`src/rtl/input_buffer_b4_ctrl.sv`:
```
// Fill/replay sequencer for the banked input buffer: bank-major fill from a
// valid/ready stream, then full-row replays to the PE array over one or more passes.
//
// state   | meaning
// --------+-----------------------------------------------
// S_IDLE  | waiting for start
// S_FILL  | accepting stream words into the banks
// S_FULL  | all R rows written, waiting for rd_start
// S_READ  | issuing row reads while pe_ready is high
// S_DRAIN | last read issued, waiting for its row_valid
module input_buffer_b4_ctrl #(
    parameter int BANKS = 32,
    parameter int DEPTH = 7,
    parameter int AW    = 3,
    parameter int DW    = 32
) (
    input  logic             clk,
    input  logic             rst_n,
    input  logic             start,
    input  logic [AW-1:0]    cfg_rows,
    input  logic [3:0]       cfg_passes,
    input  logic             soft_clr,
    input  logic             in_valid,
    output logic             in_ready,
    input  logic [DW-1:0]    in_data,
    input  logic             rd_start,
    input  logic             pe_ready,
    output logic [DW-1:0]    buf_din,
    output logic [AW-1:0]    buf_addr,
    output logic [BANKS-1:0] buf_we,
    output logic [BANKS-1:0] buf_en,
    output logic             row_valid,
    output logic [AW-1:0]    row_idx,
    output logic [3:0]       pass_idx,
    output logic             full,
    output logic             busy,
    output logic             done
);
    localparam int BW  = $clog2(BANKS);
    localparam int WCW = BW + AW;
    localparam logic [AW-1:0] DEPTH_A = AW'(DEPTH);

    typedef enum logic [2:0] {S_IDLE, S_FILL, S_FULL, S_READ, S_DRAIN} state_t;

    state_t            state;
    logic [WCW-1:0]    word_cnt;
    logic [AW-1:0]     rows_m1;
    logic [3:0]        passes_m1;
    logic [AW-1:0]     row;
    logic [3:0]        pass;
    logic              rd_vld_p1;
    logic [AW-1:0]     row_p1;
    logic [3:0]        pass_p1;
    logic              rows_over;
    logic [AW-1:0]     rows_clamped;
    logic [BW-1:0]     word_bank;
    logic [AW-1:0]     word_row;
    logic              last_word;

    // The upper clamp only exists when the address width can express rows past DEPTH.
    if (((1 << AW) - 1) > DEPTH) begin : g_clamp
        assign rows_over = (cfg_rows > DEPTH_A);
    end else begin : g_noclamp
        assign rows_over = 1'b0;
    end

    assign rows_clamped = ((cfg_rows == '0) || rows_over) ? DEPTH_A : cfg_rows;
    assign word_bank    = word_cnt[BW-1:0];
    assign word_row     = word_cnt[WCW-1:BW];
    assign last_word    = (word_row == rows_m1) && (&word_bank);

    assign in_ready = (state == S_FILL);
    assign full     = (state == S_FULL);
    assign busy     = (state != S_IDLE);

    always_ff @(posedge clk or negedge rst_n) begin
        if (!rst_n) begin
            state     <= S_IDLE;
            word_cnt  <= '0;
            rows_m1   <= '0;
            passes_m1 <= '0;
            row       <= '0;
            pass      <= '0;
            rd_vld_p1 <= 1'b0;
            row_p1    <= '0;
            pass_p1   <= '0;
            buf_din   <= '0;
            buf_addr  <= '0;
            buf_we    <= '0;
            buf_en    <= '0;
            row_valid <= 1'b0;
            row_idx   <= '0;
            pass_idx  <= '0;
            done      <= 1'b0;
        end else begin
            buf_we    <= '0;
            buf_en    <= '0;
            done      <= 1'b0;
            rd_vld_p1 <= 1'b0;
            row_valid <= rd_vld_p1;
            if (rd_vld_p1) begin
                row_idx  <= row_p1;
                pass_idx <= pass_p1;
            end
            if (soft_clr) begin
                // Dropping rd_vld_p1 and row_valid kills reads already in flight.
                state     <= S_IDLE;
                word_cnt  <= '0;
                row       <= '0;
                pass      <= '0;
                row_valid <= 1'b0;
                row_idx   <= '0;
                pass_idx  <= '0;
            end else begin
                case (state)
                    S_IDLE: begin
                        if (start) begin
                            rows_m1   <= rows_clamped - 1'b1;
                            passes_m1 <= (cfg_passes == 4'd0) ? 4'd0 : cfg_passes - 4'd1;
                            word_cnt  <= '0;
                            state     <= S_FILL;
                        end
                    end
                    S_FILL: begin
                        if (in_valid) begin
                            buf_din  <= in_data;
                            buf_addr <= word_row;
                            buf_we   <= {{(BANKS-1){1'b0}}, 1'b1} << word_bank;
                            buf_en   <= {{(BANKS-1){1'b0}}, 1'b1} << word_bank;
                            word_cnt <= word_cnt + WCW'(1);
                            if (last_word) state <= S_FULL;
                        end
                    end
                    S_FULL: begin
                        if (rd_start) begin
                            row   <= '0;
                            pass  <= '0;
                            state <= S_READ;
                        end
                    end
                    S_READ: begin
                        if (pe_ready) begin
                            buf_en    <= '1;
                            buf_addr  <= row;
                            rd_vld_p1 <= 1'b1;
                            row_p1    <= row;
                            pass_p1   <= pass;
                            if (row == rows_m1) begin
                                row <= '0;
                                if (pass == passes_m1) state <= S_DRAIN;
                                else pass <= pass + 4'd1;
                            end else begin
                                row <= row + 1'b1;
                            end
                        end
                    end
                    S_DRAIN: begin
                        if (row_valid && !rd_vld_p1) begin
                            done  <= 1'b1;
                            row   <= '0;
                            pass  <= '0;
                            state <= S_IDLE;
                        end
                    end
                    default: state <= S_IDLE;
                endcase
            end
        end
    end
endmodule

```
`config.mk`:
```
export PLATFORM = sky130hd
export DESIGN_NAME = input_buffer_b4_ctrl
export DESIGN_NICKNAME = d
export VERILOG_FILES = /design/src/rtl/input_buffer_b4_ctrl.sv
export SDC_FILE = /design/constraint.sdc
export NUM_CORES = 1
export LEC_CHECK = 0
export BUFFER_PORTS_ARGS = -buffer_cell sky130_fd_sc_hd__buf_2
export CAP_MARGIN = 10
export CORE_MARGIN = 2
export CORE_UTILIZATION = 45
export CTS_BUF_LIST = sky130_fd_sc_hd__clkbuf_4
export DETAILED_ROUTE_END_ITERATION = 16
export PLACE_DENSITY = 0.77
export REMOVE_ABC_BUFFERS = 1
export SETUP_SLACK_MARGIN = 0.3
export SLEW_MARGIN = 20
export SYNTH_ARGS = -nofsm -noshare
export SYNTH_HDL_FRONTEND = slang
export SYNTH_SLANG_ARGS = --single-unit
```
`constraint.sdc`:
```
create_clock -name clk -period 4.2 [get_ports clk]
set_input_delay 0.63 -clock clk [delete_from_list [all_inputs] [get_ports clk]]
set_output_delay 0.63 -clock clk [all_outputs]
set_load 0.05 [all_outputs]
```
## Yosys cells after proc, flatten, opt, wreduce, memory -nomap -nowiden

Cells that the tools add are included.

| storage, ports and cells | value |
|---|---|
| bits in registers | 141 |
| bits of input ports | 46 |
| output and inout bits | 111 |
| word-level logic and storage cells | 110 |

| operators by class | value |
|---|---|
| add/subtract/negate cells | 5 |
| eq/ne operators | 18 |
| shift operators | 1 |
| muxes and demuxes | 48 |
| bitwise operators | 1 |
| reduce and logical (&&, ||, !) cells | 20 |

Operator list:

| cell | count |
|---|---|
| $mux W32 | 5 |
| $pmux W32 S2 | 1 |
| $mux W3 | 18 |
| $mux W4 | 9 |
| $shl A1 B5 Y32 const A | 1 |
| $mux W8 | 3 |
| $ne A3 B3 Y1 const B | 8 |
| $pmux W8 S2 | 1 |
| $pmux W3 S5 | 1 |
| $pmux W4 S3 | 1 |
| $reduce_and A3 Y1 | 4 |
| $pmux W3 S3 | 1 |
| $add A8 B1 Y8 const B | 1 |
| $reduce_and A4 Y1 | 2 |
| $reduce_and A8 Y1 | 1 |
| $mux W1 | 7 |
| $eq A3 B2 Y1 const B | 2 |
| $eq A3 B3 Y1 | 2 |
| $logic_not A3 Y1 | 2 |
| $pmux W3 S2 | 1 |
| $reduce_and A6 Y1 | 1 |
| $reduce_bool A3 Y1 | 2 |
| $reduce_and A5 Y1 | 1 |
| $add A4 B1 Y4 const B | 1 |
| other kinds (14) | 17 |

## Depth between registers and ports, before layout

Gate-level depths: netlist (run 1).

| logic depth | value |
|---|---|
| depth in word-level cells | 6 |
| gate-level depth with buffers | 8 |

## Worst setup path before layout (run 1)

OpenSTA, ideal clock, no wires.

| timing | value |
|---|---|
| path type | register to output |
| start point | register state[0] |
| end point | output port in_ready |
| data arrival time | 1,615 ps |
| path slack | 1,955 ps |
| stages on the path, launching flop included | 4 |
| cells stage by stage | dfrtp_1 buf_2 inv_1 nor3_1 |

| between the ends | value |
|---|---|
| longest elaborated chain between the ends | 1 |

Ends and longest elaborated chain:

| what | line | RTL |
|---|---|---|
| from (decl) | 45 | `state_t state;` |
| from (signal assigned) | 78 | `state <= S_IDLE;` |
| from (signal assigned) | 107 | `state <= S_IDLE;` |
| from (signal assigned) | 121 | `state <= S_FILL;` |
| $eq A3 B1 Y1 | 72 | `assign in_ready = (state == S_FILL);` |
| to (decl) | 24 | `output logic in_ready,` |

Every way passes these cells.

## Worst setup path after layout (run 1)

| timing | value |
|---|---|
| start point | register state[2] |
| end point | register buf_en[24] |

| between the ends | value |
|---|---|
| longest elaborated chain between the ends | 3 |
| elaborated cells on any way between the ends | 4 |
| those cells by class | eq/ne (2); mux (2) |

Ends and longest elaborated chain:

| what | line | RTL |
|---|---|---|
| $eq A3 B2 Y1 or $eq A3 B1 Y1 (tied branches) | 115 | `case (state)` |
| $pmux W32 S2 * | 115 |  |
| $mux W32 * | 105 | `if (soft_clr) begin` |
| to (signal assigned) | 129 | `buf_en <= {{(BANKS-1){1'b0}}, 1'b1} << word_bank;` |
| to (decl) | 31 | `output logic [BANKS-1:0] buf_en,` |

Mark *: on every way between the ends. The rest lies on a longest branch, timed or not.
A chain may end at the register's enable or synchronous reset.

==> impl_results.md, run 1 <==
- Clock Skew: 0.0154 ns
- CTS Hold Bufs: 0
- Residual DRC: 0
- CTS buffer count: 17
- PwrDens: 604 nW/um^2
- Register area share after synthesis: 0.636
- Peak VDD IR: 0.000289 V
- Largest family of logic cells by synthesized area: simple AND/OR/NAND/NOR gates
- Simple-gate share of the synthesized area: 0.170
- XOR/XNOR Fraction of Synth Area: 0.0158
- Bufs and invs on worst path: 1
- Top post-synthesis cells by area: dfrtp_1 64%, nand2_1 8.3%, o21ai_0 4.2%, nor2_1 3.7%, ha_1 2.3%
- Synth warn: 0
- CP top delay family: simple AND/OR/NAND/NOR gates
- Reg area: 3530 sq um
- Worst-Margin Slew: 0.911 ns
- Root buffer selected by CTS: clkbuf_4
- Number of buffers on the longest clock path: 2
- Largest net degree at the start of global routing: 118
- Initial antenna violation count: 0
- Rel. slew slack: 0.393
- Hpwl dp: 8490 um
- # Post-CTS Setup Buffers: 0
- Worst hold path class: primary input to async pin
- Mux contribution to synthesized area: 0.0383
- Avg Inst Size Synth: 10.6 sq um
- Element type at the critical path end: flip-flop
- Port bufs: 156
- Fin Setup TNS: 0 ns
- Critical path class: flip-flop to flip-flop
- Post-Synthesis Cells: 522
- Maxcap violations: 0
- DIE WIDTH: 115 um
- Total global routing track utilization: 0.193
- Fin crit share: 0.556
- Levels on crit path: 5
- Post-synthesis cell type count: 45
- Total number of vias: 4211
- Slowest cell on crit path: or4b_1
- R2R cell count: 5
- Initial Util: 0.462
- Core ar.: 12000 sq um
- Fill cell total of the finished layout: 1034
- Via density: 5.06
- Critical Path Max Stage Delay: 0.70 ns
- CP Data Required Time: 4.67 ns
- Detailed Route Iter0 Violations: 323
- Area of the mapped netlist: 5550 sq um
- Post-cts resize count: 0
- Worst setup SP type: flip-flop
- Synth Area in Adders: 0.0225
- Ratio of cells with drive above 1 in the final layout: 0.304
- Die Height: 115 um
- Placer congestion estimate: 0.784
- Area of the multi-input gates: 1840 sq um
- Flops & latches, synth: 141
- Async set-reset flop share out of synthesis: 1.00
- Top cell type's share of synthesized area: 0.636
- TritonCTS clock tree: built
- Row count: 40
- Top cell type by total area after synthesis: dfrtp_1
- Setup violations, final: 0
- Min cycle time layout: 2.34 ns
- Ports: 157
- Number of synthesized flops with an enable pin: 0
- RSZ-0062 raised after global routing: no
- WL/cell: 14.6 um
- Worst-path clk slew: 0.12 ns
- Worst Path Arrival: 2.81 ns
- Leakage: 0.00371 uW
- FMAX: 0.428 GHz
- Die area: 13200 sq um
- H-tree depth: 4
- Non-Filler Instances: 832
- Post-synthesis compound-gate area fraction: 0.0855
- Vias in the first global route: 4009
- Worst Hold Slack: 0.186 ns
- Area delta synth->final: 21.4%
- Synth Flop Type: dfrtp_1
- Final net count: 728
- GRT Residual Overflow: 0
- DRT antenna net count: 0
- Worst-skew pair later-pin latency: 0.56 ns
- Placed insts: 800
- Status: finished clean
- Critical path, cell by cell: or4b_1 > nor2_2 > buf_4 > nand3_1 > o21ai_0
- Antenna cell count: 0
- Final wirelength: 12200 um
- DR pass1 iterations: 4
- Worst-path maximum fanout: 40
- First-pass GRT wire length: 19700 um
- Clk sinks: 141
- Max Slew Vio Count: 0
- Final Hold Viols: 0
==> Yosys cell counts (all sizes together) (7+ instances only) <==
library cell and count:
a21oi 9, buf 16, clkbuf 13, dfrtp 141
ha 10, inv 10, mux2 10, mux2i 10
nand2 124, nand2b 7, nand3 10, nor2 56
nor3 7, o21ai 48
==> cell type report <==
class	count	area share
Tap cell	147	0.0273
Sequential cell	141	0.524
Timing Repair Buffer	160	0.122
Inverter	11	0.00613
Clock buffer	17	0.0189
Clock inverter	15	0.0288
Multi-Input combinational cell	341	0.273
==> placed cells by master, fill, tap and decap left out, types with 4 or more instances in the layout <==
cell type / instances
clkinv_1: 4
xor2_1: 4
mux2_2: 10
nand3_1: 10
bufinv_16: 4
buf_4: 4
a21oi_1: 9
nor2_1: 54
dfrtp_1: 141
xnor2_1: 6
ha_1: 10
o21ai_0: 47
clkbuf_4: 17
nor3_1: 7
inv_1: 10
nand2b_1: 7
a22o_1: 5
mux2i_1: 10
buf_2: 155
nand2_1: 122
==> sequential cells by signal, indices dropped and copies added, names as in the netlist, 4 cells and up <==
name	flops
buf_din	32
buf_en	32
buf_we	32
pass	4
pass_idx	4
pass_p1	4
passes_m1	4
word_cnt	8
==> routing by layer <==
metal | wire [um] | part of all wire | global-route usage
met4 | 237 | 0.019 | 0.0843
met3 | 668 | 0.055 | 0.0532
met1 | 5250 | 0.43 | 0.251
met2 | 6030 | 0.49 | 0.306
met5 | 0 | 0 | 0
==> through the flow <==
| step | total power, uW | cell area (sq um) | worst slack, ns | util |
|---|---|---|---|---|
| final | 4070 | 6740 | 1.86 | 0.561 |
| after global routing | 4270 | 6740 | 1.64 | 0.561 |
| after CTS | 4100 | 6730 | 1.85 | 0.561 |
| after detailed placement | 3130 | 6410 | 1.55 | 0.534 |
| after global placement | 3100 | 6410 | 1.64 | 0.534 |
| after floorplan | 2740 | 5410 | 1.49 | - |
==> worst paths after layout <==
path	startpoint	endpoint	slack [ns]
min reg2reg	buf_din[3]	buf_din[3]	0.48
max reg2reg	state[2]	buf_en[24]	1.86
max in group asynchronous	rst_n	buf_addr[1]	3.11
min in group clk	in_data[30]	buf_din[30]	0.25
min	rst_n	buf_en[30]	0.19
max	state[2]	buf_en[24]	1.86
==> where the power goes <==
group          switching, uW  internal (uW)  leakage (uW)  total (uW)
Combinational           1050            320       0.00164        1370
Clock                    500            471      0.000162         971
Sequential               155           1570       0.00190        1730
==> cell families after synthesis <==
logic type	count (synthesis)
XOR/XNOR	10
AND/OR/NAND/NOR	221
adder cells (fa/ha/maj)	10
flip-flops	141
buffers and inverters	40
multiplexers	20
AO/OA/AOI/OAI	80
(Power assumes the default switching activity.)
==> inputs of run 2 (changes only) <==
Settings changed: PLACE_DENSITY 0.77 to 0.79.
Clock period 4.2 ns to 2 ns, I/O delays scaled along.
==> impl_results.md, run 2 (synthesis results as in run 1) <==
- DRT antenna net count: 0 (unchanged)
- DIE WIDTH: 115 um (unchanged)
- Worst R2R Start: state[0] (was state[2])
- Worst-skew pair later-pin latency: 0.53 ns (was 0.56 ns)
- CTS buffer count: 17 (unchanged)
- Residual DRC: 0 (unchanged)
- Die area: 13200 sq um (unchanged)
- Number of buffers on the longest clock path: 2 (unchanged)
- Fin crit share: 0.935 (was 0.556)
- Ports: 157 (unchanged)
- Hold depth: 4
- Worst Hold End: rows_m1[0]
- Min cycle time layout: 1.87 ns (was 2.34 ns)
- DR pass1 iterations: 4 (unchanged)
- Sw Share: 0.413 (was 0.419)
- Detailed Route Iter0 Violations: 323 (unchanged)
- Max Slew Vio Count: 0 (unchanged)
- Port bufs: 156 (unchanged)
- Leakage: 0.00422 uW (was 0.00371 uW)
- Element type at the critical path end: flip-flop (unchanged)
- Die Height: 115 um (unchanged)
- R2R cell count: 7 (was 5)
- Largest regs: buf_din (32), buf_en (32), buf_we (32) (unchanged)
- Fin Setup TNS: 0 ns (unchanged)
- PwrDens: 1160 nW/um^2 (was 604 nW/um^2)
- Total number of vias: 4651 (was 4211)
- Core ar.: 12000 sq um (unchanged)
- Setup violations, final: 0 (unchanged)
- Internal: 5460 uW (was 2360 uW)
- Largest net degree at the start of global routing: 61 (was 118)
- Hold_sp: cfg_rows[0]
- FMAX: 0.535 GHz (was 0.428 GHz)
- Area delta synth->final: 44.5% (was 21.4%)
- Root buffer selected by CTS: clkbuf_4 (unchanged)
- Bufs and invs on worst path: 2 (was 1)
- Flop pwr share: 0.387 (was 0.425)
- Logic pwr share: 0.394 (was 0.336)
- FF-to-FF setup slack: 0.13 ns (was 1.86 ns)
- Initial Util: 0.462 (unchanged)
- RSZ-0062 raised after global routing: yes (was no)
- Critical path's most frequent cell: buf_6
- Fill cell total of the finished layout: 882 (was 1034)
- TritonCTS clock tree: built (unchanged)
- H-tree depth: 4 (unchanged)
- Critical path class: flip-flop to flip-flop (unchanged)
- Final wirelength: 14200 um (was 12200 um)
- Worst-path maximum fanout: 5 (was 40)
- Total global routing track utilization: 0.215 (was 0.193)
- Clk sinks: 141 (unchanged)
- CP Data Required Time: 2.44 ns (was 4.67 ns)
- Most frequent cells in the layout: 152 x buf_2, 139 x dfrtp_1, 115 x nand2_1 (was 155 x buf_2, 141 x dfrtp_1, 122 x nand2_1)
- Vias in the first global route: 4558 (was 4009)
- Final net count: 816 (was 728)
- Hpwl dp: 9030 um (was 8490 um)
- Status: finished clean (unchanged)
- Worst Path Arrival: 2.31 ns (was 2.81 ns)
- Peak VDD IR: 0.000513 V (was 0.000289 V)
- CP top delay family: simple AND/OR/NAND/NOR gates (unchanged)
- Via density: 5.05 (was 5.06)
- Final Hold Viols: 0 (unchanged)
- R2R Path End: state[0] (was buf_en[24])
- Maxcap violations: 0 (unchanged)
- First-pass GRT wire length: 22100 um (was 19700 um)
- Clock Skew: 0.0152 ns (was 0.0154 ns)
- Worst hold path class: primary input to flip-flop (was primary input to async pin)
- Worst-path clk slew: 0.12 ns (about the same)
- DP Area: 6600 sq um (was 6410 sq um)
- Rel. slew slack: 0.531 (was 0.393)
- Ratio of cells with drive above 1 in the final layout: 0.420 (was 0.304)
- GRT Residual Overflow: 0 (unchanged)
- Worst-Margin Slew: 0.704 ns (was 0.911 ns)
- Row count: 40 (unchanged)
- Slowest cell on crit path: dfrtp_1 (was or4b_1)
- Most common cell after layout, fill and taps aside: buf_2 (unchanged)
- WL/cell: 15.5 um (was 14.6 um)
- Finished Cell Area: 8020 sq um (was 6740 sq um)
- Critical path, cell by cell: buf_6 > buf_6 > mux2_4 > nor4_1 > a211o_1 > or3_1 > o21ai_1 (was or4b_1 > nor2_2 > buf_4 > nand3_1 > o21ai_0)
- Critical Path Max Stage Delay: 0.43 ns (was 0.70 ns)
- Psw: 3840 uW (was 1700 uW)
- Placer congestion estimate: 0.872 (was 0.784)
- Worst setup SP type: flip-flop (unchanged)
- Initial antenna violation count: 0 (unchanged)
- Clock power share: 0.219 (was 0.239)
- Final core utilization: 0.668 (was 0.561)
-- run 2: power groups by stage --
stage | combinational [uW] | sequential (uW) | clock, uW
6_report | 3660 | 3600 | 2040
5_1_grt | 3880 | 3650 | 2200
4_1_cts | 3360 | 3580 | 2090
3_5_place_dp | 3040 | 3630 | 0
3_3_place_gp | 2980 | 3600 | 0
2_1_floorplan | 846 | 4910 | 0
-- run 2: cell type report --
cell class / count / area [sq um] / share of cell area
Clock buffer: 18 / 135 / 0.0169
Sequential cell: 141 / 3530 / 0.440
Multi-Input combinational cell: 341 / 2220 / 0.277
Timing Repair Buffer: 248 / 1710 / 0.213
Tap cell: 147 / 184 / 0.0229
Inverter: 11 / 47.5 / 0.00593
Clock inverter: 14 / 190 / 0.0237
Antenna cell: 1 / 2.50 / 0.000312
-- run 2: how the worst max path moves through the flow --
stage / cells after the start / slack (ns) / end / start
3_5_place_dp: 5 / -0.0003 / buf_en[25] / soft_clr
5_1_grt: 7 / 0.08 / state[0] / state[0]
3_3_place_gp: 6 / 0.11 / buf_din[14] / soft_clr
6_report: 7 / 0.13 / state[0] / state[0]
4_1_cts: 4 / 0.16 / full / state[2]
2_1_floorplan: 4 / -0.53 / buf_en[16] / state[2]
-- run 2: per-layer routing --
layer  GRT usage  part of all wire
met1       0.266              0.41
met2       0.353              0.50
met4       0.110             0.033
met3      0.0527             0.053
met5           0                 0
-- run 2: metrics by stage --
stage,hold slack (ns),std cells,worst slack (ns),total power (uW)
after detailed placement,0.289,823,-0.000252,6670
after global routing,0.0726,920,0.0845,9730
after global placement,0.289,823,0.115,6580
after floorplan,0.00441,493,-0.529,5760
after CTS,0.0352,908,0.157,9030
final,0.0694,921,0.130,9300
-- run 2: repair_timing --
item                                   4_1_cts  5_1_grt
setup endpoints to repair                  118      123
resized for setup                           56       87
endpoints found under the hold margin       91        0
hold buffers                                35        0
gates cloned                                 1        0
buffers inserted                            17       12
pin swaps                                   10       29
-- run 2: worst register-to-register path, delay by kind of cell (launching register included) --
family	cells	cell delay [ns]
buffers and inverters	2	0.26
muxes	1	0.30
DFF	1	0.43
AOI/OAI and AO/OA	2	0.28
and+or+nand+nor	2	0.51
